--- src/rtl/cpu_mem_arbiter_pkg.sv ---
// Shared types and constants for the CPU instruction/data memory arbiter.
//   - FSM state encoding, owner encoding, latched memory command payload
//   - default starvation limit for the instruction port
package cpu_mem_arbiter_pkg;

    localparam int unsigned ADDR_W           = 32;
    localparam int unsigned DATA_W           = 32;
    localparam int unsigned STRB_W           = 4;
    localparam int unsigned STARVE_W         = 4;
    localparam int unsigned STARVE_LIMIT_DEF = 4;

    typedef enum logic [1:0] {
        ST_IDLE = 2'd0,
        ST_ADDR = 2'd1,
        ST_DATA = 2'd2
    } arb_state_e;

    typedef enum logic {
        OWNER_INST = 1'b0,
        OWNER_DATA = 1'b1
    } owner_e;

    // Request fields presented on the shared memory port
    typedef struct packed {
        logic              wr;
        logic [STRB_W-1:0] wstrb;
        logic [ADDR_W-1:0] addr;
        logic [DATA_W-1:0] wdata;
    } mem_cmd_t;

endpackage

--- src/rtl/cpu_mem_arbiter.sv ---
// Arbitrates a CPU fetch port and a load/store port onto one shared memory
// port with at most one outstanding transaction. Data wins by default; the
// fetch port wins once data has been granted STARVE_LIMIT times in a row
// while a fetch was waiting (STARVE_LIMIT must be 1..15).
// Ports:
//   clk, reset                  clock, synchronous active-high reset
//   inst_req/addr               fetch request in
//   inst_addr_ok/data_ok/rdata  fetch handshake out
//   data_req/wr/wstrb/addr/wdata load/store request in
//   data_addr_ok/data_ok/rdata  load/store handshake out
//   mem_req/wr/wstrb/addr/wdata shared memory request out
//   mem_addr_ok/data_ok/rdata   shared memory handshake in
module cpu_mem_arbiter
    import cpu_mem_arbiter_pkg::*;
#(
    parameter int unsigned STARVE_LIMIT = STARVE_LIMIT_DEF
) (
    input  logic              clk,
    input  logic              reset,

    input  logic              inst_req,
    input  logic [ADDR_W-1:0] inst_addr,
    output logic              inst_addr_ok,
    output logic              inst_data_ok,
    output logic [DATA_W-1:0] inst_rdata,

    input  logic              data_req,
    input  logic              data_wr,
    input  logic [STRB_W-1:0] data_wstrb,
    input  logic [ADDR_W-1:0] data_addr,
    input  logic [DATA_W-1:0] data_wdata,
    output logic              data_addr_ok,
    output logic              data_data_ok,
    output logic [DATA_W-1:0] data_rdata,

    output logic              mem_req,
    output logic              mem_wr,
    output logic [STRB_W-1:0] mem_wstrb,
    output logic [ADDR_W-1:0] mem_addr,
    output logic [DATA_W-1:0] mem_wdata,
    input  logic              mem_addr_ok,
    input  logic              mem_data_ok,
    input  logic [DATA_W-1:0] mem_rdata
);

    arb_state_e          r_state;
    arb_state_e          w_state_nxt;
    owner_e              r_owner;
    owner_e              w_winner;
    mem_cmd_t            r_cmd;
    mem_cmd_t            w_inst_cmd;
    mem_cmd_t            w_data_cmd;
    mem_cmd_t            w_win_cmd;
    mem_cmd_t            w_mem_cmd;
    logic [STARVE_W-1:0] r_starve;
    logic                w_starved;
    logic                w_grant;

    // Candidate commands and the IDLE-state winner
    always_comb begin
        w_inst_cmd       = '0;
        w_inst_cmd.addr  = inst_addr;

        w_data_cmd.wr    = data_wr;
        w_data_cmd.wstrb = data_wr ? data_wstrb : '0;
        w_data_cmd.addr  = data_addr;
        w_data_cmd.wdata = data_wdata;

        w_starved = inst_req && data_req &&
                    (r_starve == STARVE_W'(STARVE_LIMIT));
        w_grant   = !reset && (r_state == ST_IDLE) && (inst_req || data_req);
        w_winner  = (data_req && !w_starved) ? OWNER_DATA : OWNER_INST;
        w_win_cmd = (w_winner == OWNER_DATA) ? w_data_cmd : w_inst_cmd;
    end

    // State register
    always_ff @(posedge clk) begin
        if (reset) begin
            r_state <= ST_IDLE;
        end else begin
            r_state <= w_state_nxt;
        end
    end

    // Next-state logic
    always_comb begin
        w_state_nxt = r_state;
        case (r_state)
            ST_IDLE: begin
                if (w_grant) begin
                    w_state_nxt = mem_addr_ok ? ST_DATA : ST_ADDR;
                end
            end
            ST_ADDR: begin
                if (mem_addr_ok) begin
                    w_state_nxt = ST_DATA;
                end
            end
            ST_DATA: begin
                if (mem_data_ok) begin
                    w_state_nxt = ST_IDLE;
                end
            end
            default: w_state_nxt = ST_IDLE;
        endcase
    end

    // Latch the winner's fields so ADDR ignores requester changes
    always_ff @(posedge clk) begin
        if (reset) begin
            r_cmd   <= '0;
            r_owner <= OWNER_INST;
        end else if (w_grant) begin
            r_cmd   <= w_win_cmd;
            r_owner <= w_winner;
        end
    end

    // Consecutive data grants while a fetch waits; saturates at all-ones
    always_ff @(posedge clk) begin
        if (reset || !inst_req) begin
            r_starve <= '0;
        end else if (w_grant) begin
            if (w_winner == OWNER_INST) begin
                r_starve <= '0;
            end else if (r_starve != {STARVE_W{1'b1}}) begin
                r_starve <= r_starve + STARVE_W'(1);
            end
        end
    end

    // Outputs; everything held at zero while reset is high
    always_comb begin
        w_mem_cmd    = '0;
        mem_req      = 1'b0;
        inst_addr_ok = 1'b0;
        data_addr_ok = 1'b0;
        inst_data_ok = 1'b0;
        data_data_ok = 1'b0;
        inst_rdata   = '0;
        data_rdata   = '0;
        if (!reset) begin
            inst_rdata = mem_rdata;
            data_rdata = mem_rdata;
            case (r_state)
                ST_IDLE: begin
                    if (w_grant) begin
                        mem_req      = 1'b1;
                        w_mem_cmd    = w_win_cmd;
                        inst_addr_ok = mem_addr_ok && (w_winner == OWNER_INST);
                        data_addr_ok = mem_addr_ok && (w_winner == OWNER_DATA);
                    end
                end
                ST_ADDR: begin
                    mem_req      = 1'b1;
                    w_mem_cmd    = r_cmd;
                    inst_addr_ok = mem_addr_ok && (r_owner == OWNER_INST);
                    data_addr_ok = mem_addr_ok && (r_owner == OWNER_DATA);
                end
                ST_DATA: begin
                    inst_data_ok = mem_data_ok && (r_owner == OWNER_INST);
                    data_data_ok = mem_data_ok && (r_owner == OWNER_DATA);
                end
                default: begin
                end
            endcase
        end
    end

    assign mem_wr    = w_mem_cmd.wr;
    assign mem_wstrb = w_mem_cmd.wstrb;
    assign mem_addr  = w_mem_cmd.addr;
    assign mem_wdata = w_mem_cmd.wdata;

endmodule
--- config.mk ---
export PLATFORM = sky130hd
export DESIGN_NAME = cpu_mem_arbiter
export DESIGN_NICKNAME = d
export VERILOG_FILES = /design/src/rtl/cpu_mem_arbiter_pkg.sv /design/src/rtl/cpu_mem_arbiter.sv
export SDC_FILE = /design/constraint.sdc
export NUM_CORES = 1
export LEC_CHECK = 0
export CORE_AREA = 4 4 123 125
export CTS_CLUSTER_DIAMETER = 60
export DETAILED_ROUTE_END_ITERATION = 8
export DIE_AREA = 0 0 127 129
export PLACE_DENSITY = 0.72
export SLEW_MARGIN = 20
export SYNTH_ARGS = -nofsm -noshare
export SYNTH_HDL_FRONTEND = slang
export SYNTH_SLANG_ARGS = --single-unit
--- constraint.sdc ---
create_clock -name clk -period 1.8 [get_ports clk]
set_input_delay 0.36 -clock clk [delete_from_list [all_inputs] [get_ports clk]]
set_output_delay 0.36 -clock clk [all_outputs]
set_load 0.005 [all_outputs]
==> out/qor.csv, run 1 <==
metric;value;unit
post-synth top area cell;dfxtp_1;
1st-iter DRT viols;534;
endpoint type of the worst setup path;primary output;
Setup WS post-layout;-0.724;ns
Mean Syn Cell Area;8.20;um2
antenna viol nets, final;0;
1st-pass router iterations;5;
CTS max path bufs;2;
switching share of power;27.9;%
Fillers;1093;
Sequential Power Share;33.1;%
Netlist cell types;42;
Vias per Instance;5.96;
Die Y-Extent;129;um
flops & latches, synth;76;
RSZ-0062 raised after global routing;true;
first-pass GRT wire length;35200;um
number of nets in the layout;1085;
Post-Synthesis Cells;588;
dpl hpwl;15000;um
endpoints failing setup;104;
Max-cap violations;0;
Layout Cells excl Fill;1130;
Pleak;4.01;nW
initial antenna violation count;1;
fraction of layout cells with a size suffix above 1;38.6;%
crit-path max FO;26;
area of the mapped netlist;4820;um2
GRT overflow;0;
CTS Buf Count;9;
fin crit period;2.52;ns
Comb power frac;30.5;%
crit path DAT;2.16;ns
Initial Utilization;34.7;%
simple-gate portion of the synthesized area;16.0;%
Synth area leaders;dfxtp_1 32%, a22o_1 12%, a221oi_1 5.8%;
status;complete, but fails checks;
Synth warnings;0;
DIE WIDTH;127;um
Routed WL;23800;um
clock sink count;76;
Post-Place Cells;1068;
via count;6738;
Sw Pwr;0.00161;W
core region area;13900;um2
H-tree Lvls;3;
clock root buffer;clkbuf_16;
CP Data Required Time;1.44;ns
die area;16400;um2
Worst Skew;0.00780;ns
DRC;0;
Routed WL per cell;21.1;um
Global Route Usage Sum;26.4;%
Hold Violations, Final;0;
multiplexer share of the synthesized area;0;%
largest family of logic cells by synthesized area;compound AO/OA/AOI/OAI gates;
Pint;0.00415;W
CTS tree;built;
pin count of the biggest net entering global routing;38;
clock-pin slew on the worst setup and hold paths;0.06;ns
maximum clock frequency;396;MHz
Seq/Total Area, Yosys;31.6;%
Post-Synth Adder-Cell Area;0.519;%
top-level I/O count;277;
port buffer count;276;
Synth Area in Compound Gates;39.4;%
Yosys top cell area share;31.6;%
Synth Area in XOR/XNOR;0;%
part of the power in the clock network;36.4;%
vias in the first global route;6746;
VDD IR max;445;uV
Final Util;68.9;%
power per cell area;602;nW/um2
Slew @ Worst Pin;0.471;ns
startpoint type of the worst setup path;flip-flop;
crit path kind;flip-flop to primary output;
Final Cycle Share;140;%
max_slew headroom;68.3;%
violated checks;negative setup slack;
later-pin clock latency in the skew report;0.33;ns
Cell Rows;43;
Hold Crit Class;flip-flop to flip-flop;
Slew Viols, Final;0;
GP Congestion;0.864;
Final TNS setup;-45.46;ns
Synth-to-Final Area Change;98.3;%
cts hold-fix bufs;0;
Post-Syn Nets;729;
-- power groups by stage --
stage               Clock, W  Sequential, W  Combinational [W]
floorplan                  0        0.00190           0.000645
global placement           0        0.00192            0.00152
detailed placement         0        0.00193            0.00155
CTS                  0.00211        0.00189            0.00166
global route         0.00218        0.00191            0.00186
finish               0.00210        0.00190            0.00176
-- Yosys cell counts --
library cell  instances
nand2b_1              2
or3_1                 4
dfxtp_1              76
buf_4                33
nand4_1               3
nor3_4                1
a221oi_1             32
or3b_2                1
a311oi_1             32
buf_2                19
nor3_1                3
a32o_1                1
o21ai_0              34
or2_1                 1
o211ai_1              1
o22ai_1               2
buf_1                 3
o32ai_1               3
a211o_1               1
and4b_1               1
nand4b_1              2
o21ai_1               2
nor3b_1               1
nor2b_1              34
and2_1                1
inv_1                 5
nand3_1              34
and3_1                2
a31oi_1               1
a21boi_0              1
ha_1                  2
or2_2                 1
and3b_1               3
a22o_1               65
nand2_1              46
buf_6                 5
clkbuf_1             46
a21oi_1              43
a211oi_1              2
nor2_1                6
a32oi_1              32
nor2_2                1
-- cell families (layout without fill, tap and decap cells) --
logic type / count (synthesis) / in the layout
buffers and inverters: 111 / 472
adders and majority gates: 2 / 2
other: 0 / 1
and+or+nand+nor: 147 / 147
DFF: 76 / 76
AOI/OAI and AO/OA: 252 / 252
-- per-layer routing --
metal / track usage, % / share of wire, %
met5: 0 / 0
met4: 11.0 / 3.2
met3: 4.57 / 8.0
met2: 46.4 / 51
met1: 31.9 / 38
-- sequential cells by signal (all words and copies together) (netlist names) --
| register | cells |
|---|---|
| r_cmd | 69 |
| r_state | 2 |
| r_starve | 4 |
| r_owner | 1 |
-- worst max-delay path: stages (launching register included) --
cell and delay [ns]:
dfxtp_2 0.33, inv_2 0.08, ha_4 0.14, and4b_2 0.26
buf_4 0.13, buf_12 0.15, o21ai_0 0.19, a221oi_2 0.37
buf_2 0.18
-- worst paths after layout --
| check | startpoint | end | slack (ns) | depth (start not counted) |
|---|---|---|---|---|
| hold reg to reg | r_cmd[3] | r_cmd[3] | 0.48 | 1 |
| setup / recovery | r_starve[0] | mem_addr[28] | -0.72 | 8 |
| setup reg to reg | r_starve[0] | r_cmd[11] | -0.23 | 12 |
| hold / removal | r_cmd[3] | r_cmd[3] | 0.48 | 1 |
-- what timing repair did --
| action | CTS | global route |
|---|---|---|
| endpoints found under the setup margin | 162 | 132 |
| cloned | 11 | 1 |
| setup buffers | 33 | 6 |
| pin swaps | 71 | 68 |
| gates resized for setup | 468 | 59 |
-- layout by cell type (no fill, tap or decap), types with 3 or more instances in the layout --
master / synthesis / layout
a21oi_1: 43 / 38
a21oi_2: 0 / 5
a221oi_1: 32 / 6
a221oi_2: 0 / 26
a22o_1: 65 / 65
a311oi_1: 32 / 23
a311oi_2: 0 / 9
a32oi_1: 32 / 24
a32oi_2: 0 / 8
and3b_1: 3 / 3
buf_12: 0 / 20
buf_16: 0 / 9
buf_2: 19 / 73
buf_4: 33 / 115
buf_6: 5 / 25
buf_8: 0 / 5
bufinv_16: 0 / 3
clkbuf_16: 0 / 10
clkdlybuf4s50_1: 0 / 135
dfxtp_1: 76 / 72
dfxtp_2: 0 / 3
dlygate4sd2_1: 0 / 65
inv_1: 5 / 3
nand2_1: 46 / 46
nand3_1: 34 / 29
nand3_2: 0 / 4
nand4_1: 3 / 3
nor2_1: 6 / 5
nor2b_1: 34 / 9
nor2b_2: 0 / 19
nor2b_4: 0 / 6
o21ai_0: 34 / 22
o21ai_1: 2 / 9
o21ai_4: 0 / 3
or3_1: 4 / 4
-- stage by stage --
| stage | power, W | area [um2] | setup WS [ns] | hold WS [ns] |
|---|---|---|---|---|
| after floorplan | 0.00254 | 4840 | -0.0467 | 0.439 |
| after global placement | 0.00344 | 8360 | -1.11 | 0.457 |
| after detailed placement | 0.00348 | 8360 | -1.05 | 0.462 |
| after CTS | 0.00566 | 9280 | -0.682 | 0.481 |
| after global routing | 0.00596 | 9560 | -0.788 | 0.488 |
| final | 0.00576 | 9560 | -0.724 | 0.478 |
-- area by class of cell --
cell class                      instances  area [um2]  area share (%)
Clock inverter                          6         111            1.16
Timing Repair Buffer                  451        4230            44.3
Tap cell                              180         225            2.36
Sequential cell                        76        1530            16.0
Multi-Input combinational cell        401        3210            33.6
Inverter                                5        18.8           0.196
Antenna cell                            1        2.50          0.0262
Clock buffer                           10         229            2.39
No activity file was read; power rests on OpenSTA's default activity.
==> run 2, diff against run 1 <==
ABC_AREA = 1   (was unset)
CORE_AREA = 4 4 121 123   (was 4 4 123 125)
DIE_AREA = 0 0 125 127   (was 0 0 127 129)
PLACE_DENSITY = 0.74   (was 0.72)
SLEW_MARGIN = 10   (was 20)
clock period = 2.3 ns   (was 1.8 ns; I/O delays follow)
==> out/qor.csv, run 2 <==
metric;value;unit
r2r endpoint;r_cmd[66];
CTS tree;built;
endpoints failing setup;26;
GP Congestion;0.856;
Crit-path slowest cell;dfxtp_2;
VDD IR max;274;uV
clock-pin slew on the worst setup and hold paths;0.06;ns
crit path DAT;1.94;ns
status;complete, but fails checks;
Max-cap violations;0;
FF-to-FF path depth;17;
endpoint type of the worst setup path;primary output;
Final TNS setup;-1.03;ns
Final Util;68.7;%
initial antenna violation count;0;
Global Route Usage Sum;21.7;%
most frequent cells in the layout;202 x clkdlybuf4s50_1, 176 x nand2_1, 108 x inv_1, 105 x buf_4, 91 x a21oi_1;
clock root buffer;clkbuf_16;
Post-Synthesis Cells;777;
via count;6208;
CP Data Required Time;1.84;ns
clock sink count;76;
top-level I/O count;277;
Post-synth ARST share;0;%
Crit path max-delay family;buffers and inverters;
flops & latches, synth;76;
commonest non-fill, non-tap cell in the layout;clkdlybuf4s50_1;
count leader, synth;nand2_1;
number of nets in the layout;1264;
Biggest register;r_cmd;
Hold Violations, Final;0;
max_slew headroom;70.7;%
power per cell area;429;nW/um2
DRC;0;
Slew @ Worst Pin;0.440;ns
Synth-to-Final Area Change;99.8;%
core region area;13700;um2
Primary FF master, synth;dfxtp_1;
Die Y-Extent;127;um
H-tree Lvls;3;
CP bufs+invs;6;
worst hold path startpoint;r_cmd[20];
worst hold stages;2;
antenna cells;0;
top cells by count, synth;220 x nand2_1, 142 x a21oi_1, 111 x inv_1;
fin crit period;2.40;ns
GRT overflow;0;
first-pass GRT wire length;27900;um
RSZ-0062 raised after global routing;true;
port buffer count;276;
Seq/Total Area, Yosys;32.4;%
biggest regs;r_cmd: 69 flops, r_starve: 4 flops, r_state: 2 flops;
Initial Utilization;34.4;%
Post-Syn Nets;918;
Post-Place Setup Slack;-0.609;ns
die area;15900;um2
DIE WIDTH;125;um
Mean Syn Cell Area;6.05;um2
Routed WL;20000;um
fraction of layout cells with a size suffix above 1;34.9;%
violated checks;negative setup slack;
Setup WS post-layout;-0.0965;ns
dpl hpwl;12500;um
Synth warnings;0;
Yosys top cell area share;32.4;%
Final Cycle Share;104;%
Synth area leaders;dfxtp_1 32%, nand2_1 18%, a21oi_1 15%;
Cell Rows;43;
area of the mapped netlist;4700;um2
crit-path max FO;7;
Netlist cell types;23;
Crit path depth;13;
max FFs per register;69;
Routed WL per cell;15.3;um
startpoint type of the worst setup path;flip-flop;
WHS Endpoint;r_cmd[20];
Hold Crit Class;flip-flop to flip-flop;
setup slack, reg-to-reg;0.12;ns
vias in the first global route;5535;
crit path kind;flip-flop to primary output;
Largest stage delay, worst path;0.33;ns
pin count of the biggest net entering global routing;52;
Vias per Instance;4.75;
later-pin clock latency in the skew report;0.33;ns
Pleak;4.24;nW
EDFF count, synth;0;
CTS max path bufs;2;
maximum clock frequency;417;MHz
R2R Path Start;r_starve[0];
1st-pass router iterations;7;
Worst Skew;0.0100;ns
CTS Buf Count;9;
1st-iter DRT viols;270;
Slew Viols, Final;0;
post-synth top area cell;dfxtp_1;
ordered list of cells on the worst path;inv_2 -> ha_4 -> nand2_2 -> inv_2 -> nand2_2 -> nand2_4 -> nor2_8 -> buf_6 -> buf_8 -> buf_6 -> nand2_4 -> a21oi_2 -> buf_2;
antenna viol nets, final;0;
run 2: changes by cell type in the layout (fill, tap and decap cells not counted), sizes merged, moves of 33 or more:
cell and delta:
nand3 +38, nor2b -34, o21ai -33, nor2 +41, nand2 +184, a21oi +99
clkdlybuf4s50 +67, a22o -65, dlygate4sd2 -63, inv +108, buf -35
run 2: worst register-to-register path, stage by stage, from the launching register on:
cell	delay, ns
dfxtp_2	0.33
inv_2	0.05
ha_4	0.15
nand2_2	0.05
inv_2	0.03
nand2_2	0.08
nand2_4	0.10
buf_12	0.16
buf_16	0.15
nor2_4	0.08
nand2_2	0.07
buf_6	0.12
buf_4	0.12
buf_4	0.12
buf_4	0.12
buf_4	0.12
buf_4	0.13
a21oi_2	0.12
run 2: kinds of logic (layout without fill, tap and decap cells):
group | Yosys count | count (layout) | share of synthesized area, %
buf+inv | 198 | 548 | 19.8
compound gates | 147 | 147 | 15.8
fa+ha+maj | 2 | 2 | 0.533
simple gates | 354 | 354 | 31.5
flops | 76 | 76 | 32.4
run 2: routing by layer:
| layer | vias to the layer above | part of all wire [%] | GRT usage, % |
|---|---|---|---|
| met4 | 0 | 2.4 | 6.95 |
| met1 | 2860 | 37 | 23.7 |
| li1 | 3082 | - | - |
| met3 | 31 | 7.1 | 6.23 |
| met5 | - | 0 | 0 |
| met2 | 235 | 53 | 40.6 |
run 2: power breakdown:
group / internal [W] / switching (W) / total (W)
sequential: 0.00138 / 0.0000351 / 0.00142
combinational: 0.000714 / 0.000571 / 0.00128
clock: 0.000782 / 0.000545 / 0.00133
run 2: repair_timing:
item / CTS / global route
cloned: 8 / 4
endpoints found under the hold margin: 0 / 0
endpoints found under the setup margin: 80 / 93
hold buffers: 0 / 0
resized for setup: 383 / 139
pin swaps: 32 / 49
buffers inserted: 38 / 25
run 2: through the flow:
step,cell area (um2),hold slack (ns),total power [W],instances
after floorplan,4700,0.445,0.00187,777
after global placement,7800,0.451,0.00243,1222
after detailed placement,7800,0.456,0.00244,1222
after CTS,8650,0.465,0.00391,1283
after global routing,9390,0.478,0.00423,1307
final,9390,0.464,0.00403,1307
run 2: worst max-delay path by stage:
stage / start / to / slack [ns]
after floorplan: r_starve[0] / mem_addr[10] / 0.36
after global routing: r_starve[1] / mem_wdata[2] / -0.17
after detailed placement: data_req / mem_addr[7] / -0.61
final: r_starve[0] / mem_wdata[2] / -0.1
after global placement: data_req / mem_addr[7] / -0.57
after CTS: r_starve[0] / mem_wdata[18] / -0.14
run 2: layout make-up:
cell class / count / area (um2)
fillers: 1122 / 4280
repair buffers: 419 / 3880
multi-input cells: 503 / 3040
flip-flops and latches: 76 / 1520
inverters: 114 / 433
clock buffers: 11 / 253
well taps: 180 / 225
clock inverters: 4 / 23.8
==> run 3, diff against run 2 <==
MAX_ROUTING_LAYER = met4   (was unset)
SKIP_CTS_REPAIR_TIMING = 1   (was unset)
==> out/qor.csv, run 3 (synthesized netlist as in run 2, its figures left out) <==
metric;value;unit
commonest non-fill, non-tap cell in the layout;nand2_1;
Die Y-Extent;127;um
RSZ-0062 raised after global routing;true;
pin count of the biggest net entering global routing;52;
Synth-to-Final Area Change;84.2;%
Max-cap violations;0;
GP Congestion;0.869;
VDD IR max;270;uV
die area;15900;um2
startpoint type of the worst setup path;flip-flop;
later-pin clock latency in the skew report;0.33;ns
CTS tree;built;
Final TNS setup;-1.75;ns
Setup WS post-layout;-0.103;ns
clock root buffer;clkbuf_16;
crit path DAT;1.94;ns
Slew Viols, Final;0;
1st-iter DRT viols;306;
Hold Violations, Final;0;
CTS max path bufs;2;
Slew @ Worst Pin;0.432;ns
violated checks;negative setup slack;
Routed WL per cell;14.3;um
CTS Buf Count;9;
Global Route Usage Sum;20.1;%
Cell Rows;43;
Final Cycle Share;104;%
H-tree Lvls;3;
crit path kind;flip-flop to primary output;
Pleak;3.99;nW
clock sink count;76;
maximum clock frequency;416;MHz
1st-pass router iterations;4;
antenna viol nets, final;0;
top-level I/O count;277;
Routed WL;18300;um
via count;5980;
Worst Skew;0.00886;ns
endpoints failing setup;54;
dpl hpwl;12500;um
endpoint type of the worst setup path;primary output;
Fin Hold WS;0.463;ns
max FFs per register;69;
antenna cells;0;
GRT busiest layer;met2;
fin crit period;2.40;ns
DRC;0;
status;complete, but fails checks;
GR Util met2;36.4;%
first-pass GRT wire length;25300;um
crit-path max FO;8;
max_slew headroom;71.2;%
Vias per Instance;4.69;
clock-pin slew on the worst setup and hold paths;0.06;ns
power per cell area;450;nW/um2
met1 global-route usage;21.3;%
met3 Resource Use GR;5.35;%
biggest regs;r_cmd: 69 flops, r_starve: 4 flops, r_state: 2 flops;
Biggest register;r_cmd;
Hold Crit Class;flip-flop to flip-flop;
most frequent cells in the layout;203 x nand2_1, 202 x clkdlybuf4s50_1, 107 x inv_1, 106 x a21oi_1, 87 x buf_4;
DIE WIDTH;125;um
Initial Utilization;34.4;%
GRT overflow;0;
initial antenna violation count;0;
CP Data Required Time;1.84;ns
fraction of layout cells with a size suffix above 1;27.3;%
core region area;13700;um2
number of nets in the layout;1231;
port buffer count;276;
vias in the first global route;5156;
==> run 3: cell count changes in the layout (fill, tap and decap cells not counted), moves of 11 or more <==
cell	delta
buf_2	-27
nand2_1	+27
nand2_4	-25
buf_4	-18
clkbuf_2	+18
a21oi_1	+15
a21oi_2	-14
dlymetal6s2s_1	+11
nand3_4	-11
==> run 3: report_power, final <==
part | leakage (nW) | switching (W) | internal, W | total [W]
registers | 0.621 | 0.0000349 | 0.00139 | 0.00142
logic | 3.23 | 0.000499 | 0.000649 | 0.00115
clock network | 0.142 | 0.000543 | 0.000782 | 0.00132
==> run 3: layer usage <==
layer  part of all wire [%]  routed length, um  vias up
li1                       -                  -     3016
met1                     40               7230     2719
met2                     52               9450      217
met3                    6.4               1170       28
met4                    2.2                409        0
met5                      0                  0        -
==> run 3: area by class of cell <==
class | count | area (um2)
inverters | 114 | 432
well taps | 180 | 225
multi-input cells | 503 | 2650
clock buffers | 11 | 253
repair buffers | 386 | 3550
flip-flops and latches | 76 | 1530
clock inverters | 4 | 23.8
fillers | 1261 | 5010
==> run 3: final timing paths <==
check	depth (start not counted)	slack, ns	to	start
worst max-delay path	13	-0.10	mem_wdata[28]	r_starve[0]
worst min-delay path	2	0.46	r_cmd[39]	r_cmd[39]
worst max register to register	13	0.59	r_cmd[38]	r_starve[0]
worst min register to register	2	0.46	r_cmd[39]	r_cmd[39]
==> run 3: worst max-delay path, cell delays in order (launching register included) <==
cell and delay, ns:
dfxtp_2 0.34, inv_2 0.05, ha_4 0.15, nand2_2 0.06, inv_2 0.04, nand2_4 0.08
nand2_4 0.08, nor2_8 0.16, buf_12 0.12, buf_12 0.12, buf_4 0.11, nand2_2 0.04
a21oi_1 0.13, buf_2 0.13
==> run 3: stage by stage <==
step / worst slack, ns / instances / util (%) / area, um2 / total power, W
after floorplan: 0.356 / 777 / - / 4700 / 0.00187
after global placement: -0.575 / 1222 / 57.1 / 7800 / 0.00243
after detailed placement: -0.609 / 1222 / 57.1 / 7800 / 0.00244
after CTS: -0.611 / 1237 / 59.1 / 8070 / 0.00377
after global routing: -0.187 / 1274 / 63.3 / 8650 / 0.00409
final: -0.103 / 1274 / 63.3 / 8650 / 0.00389
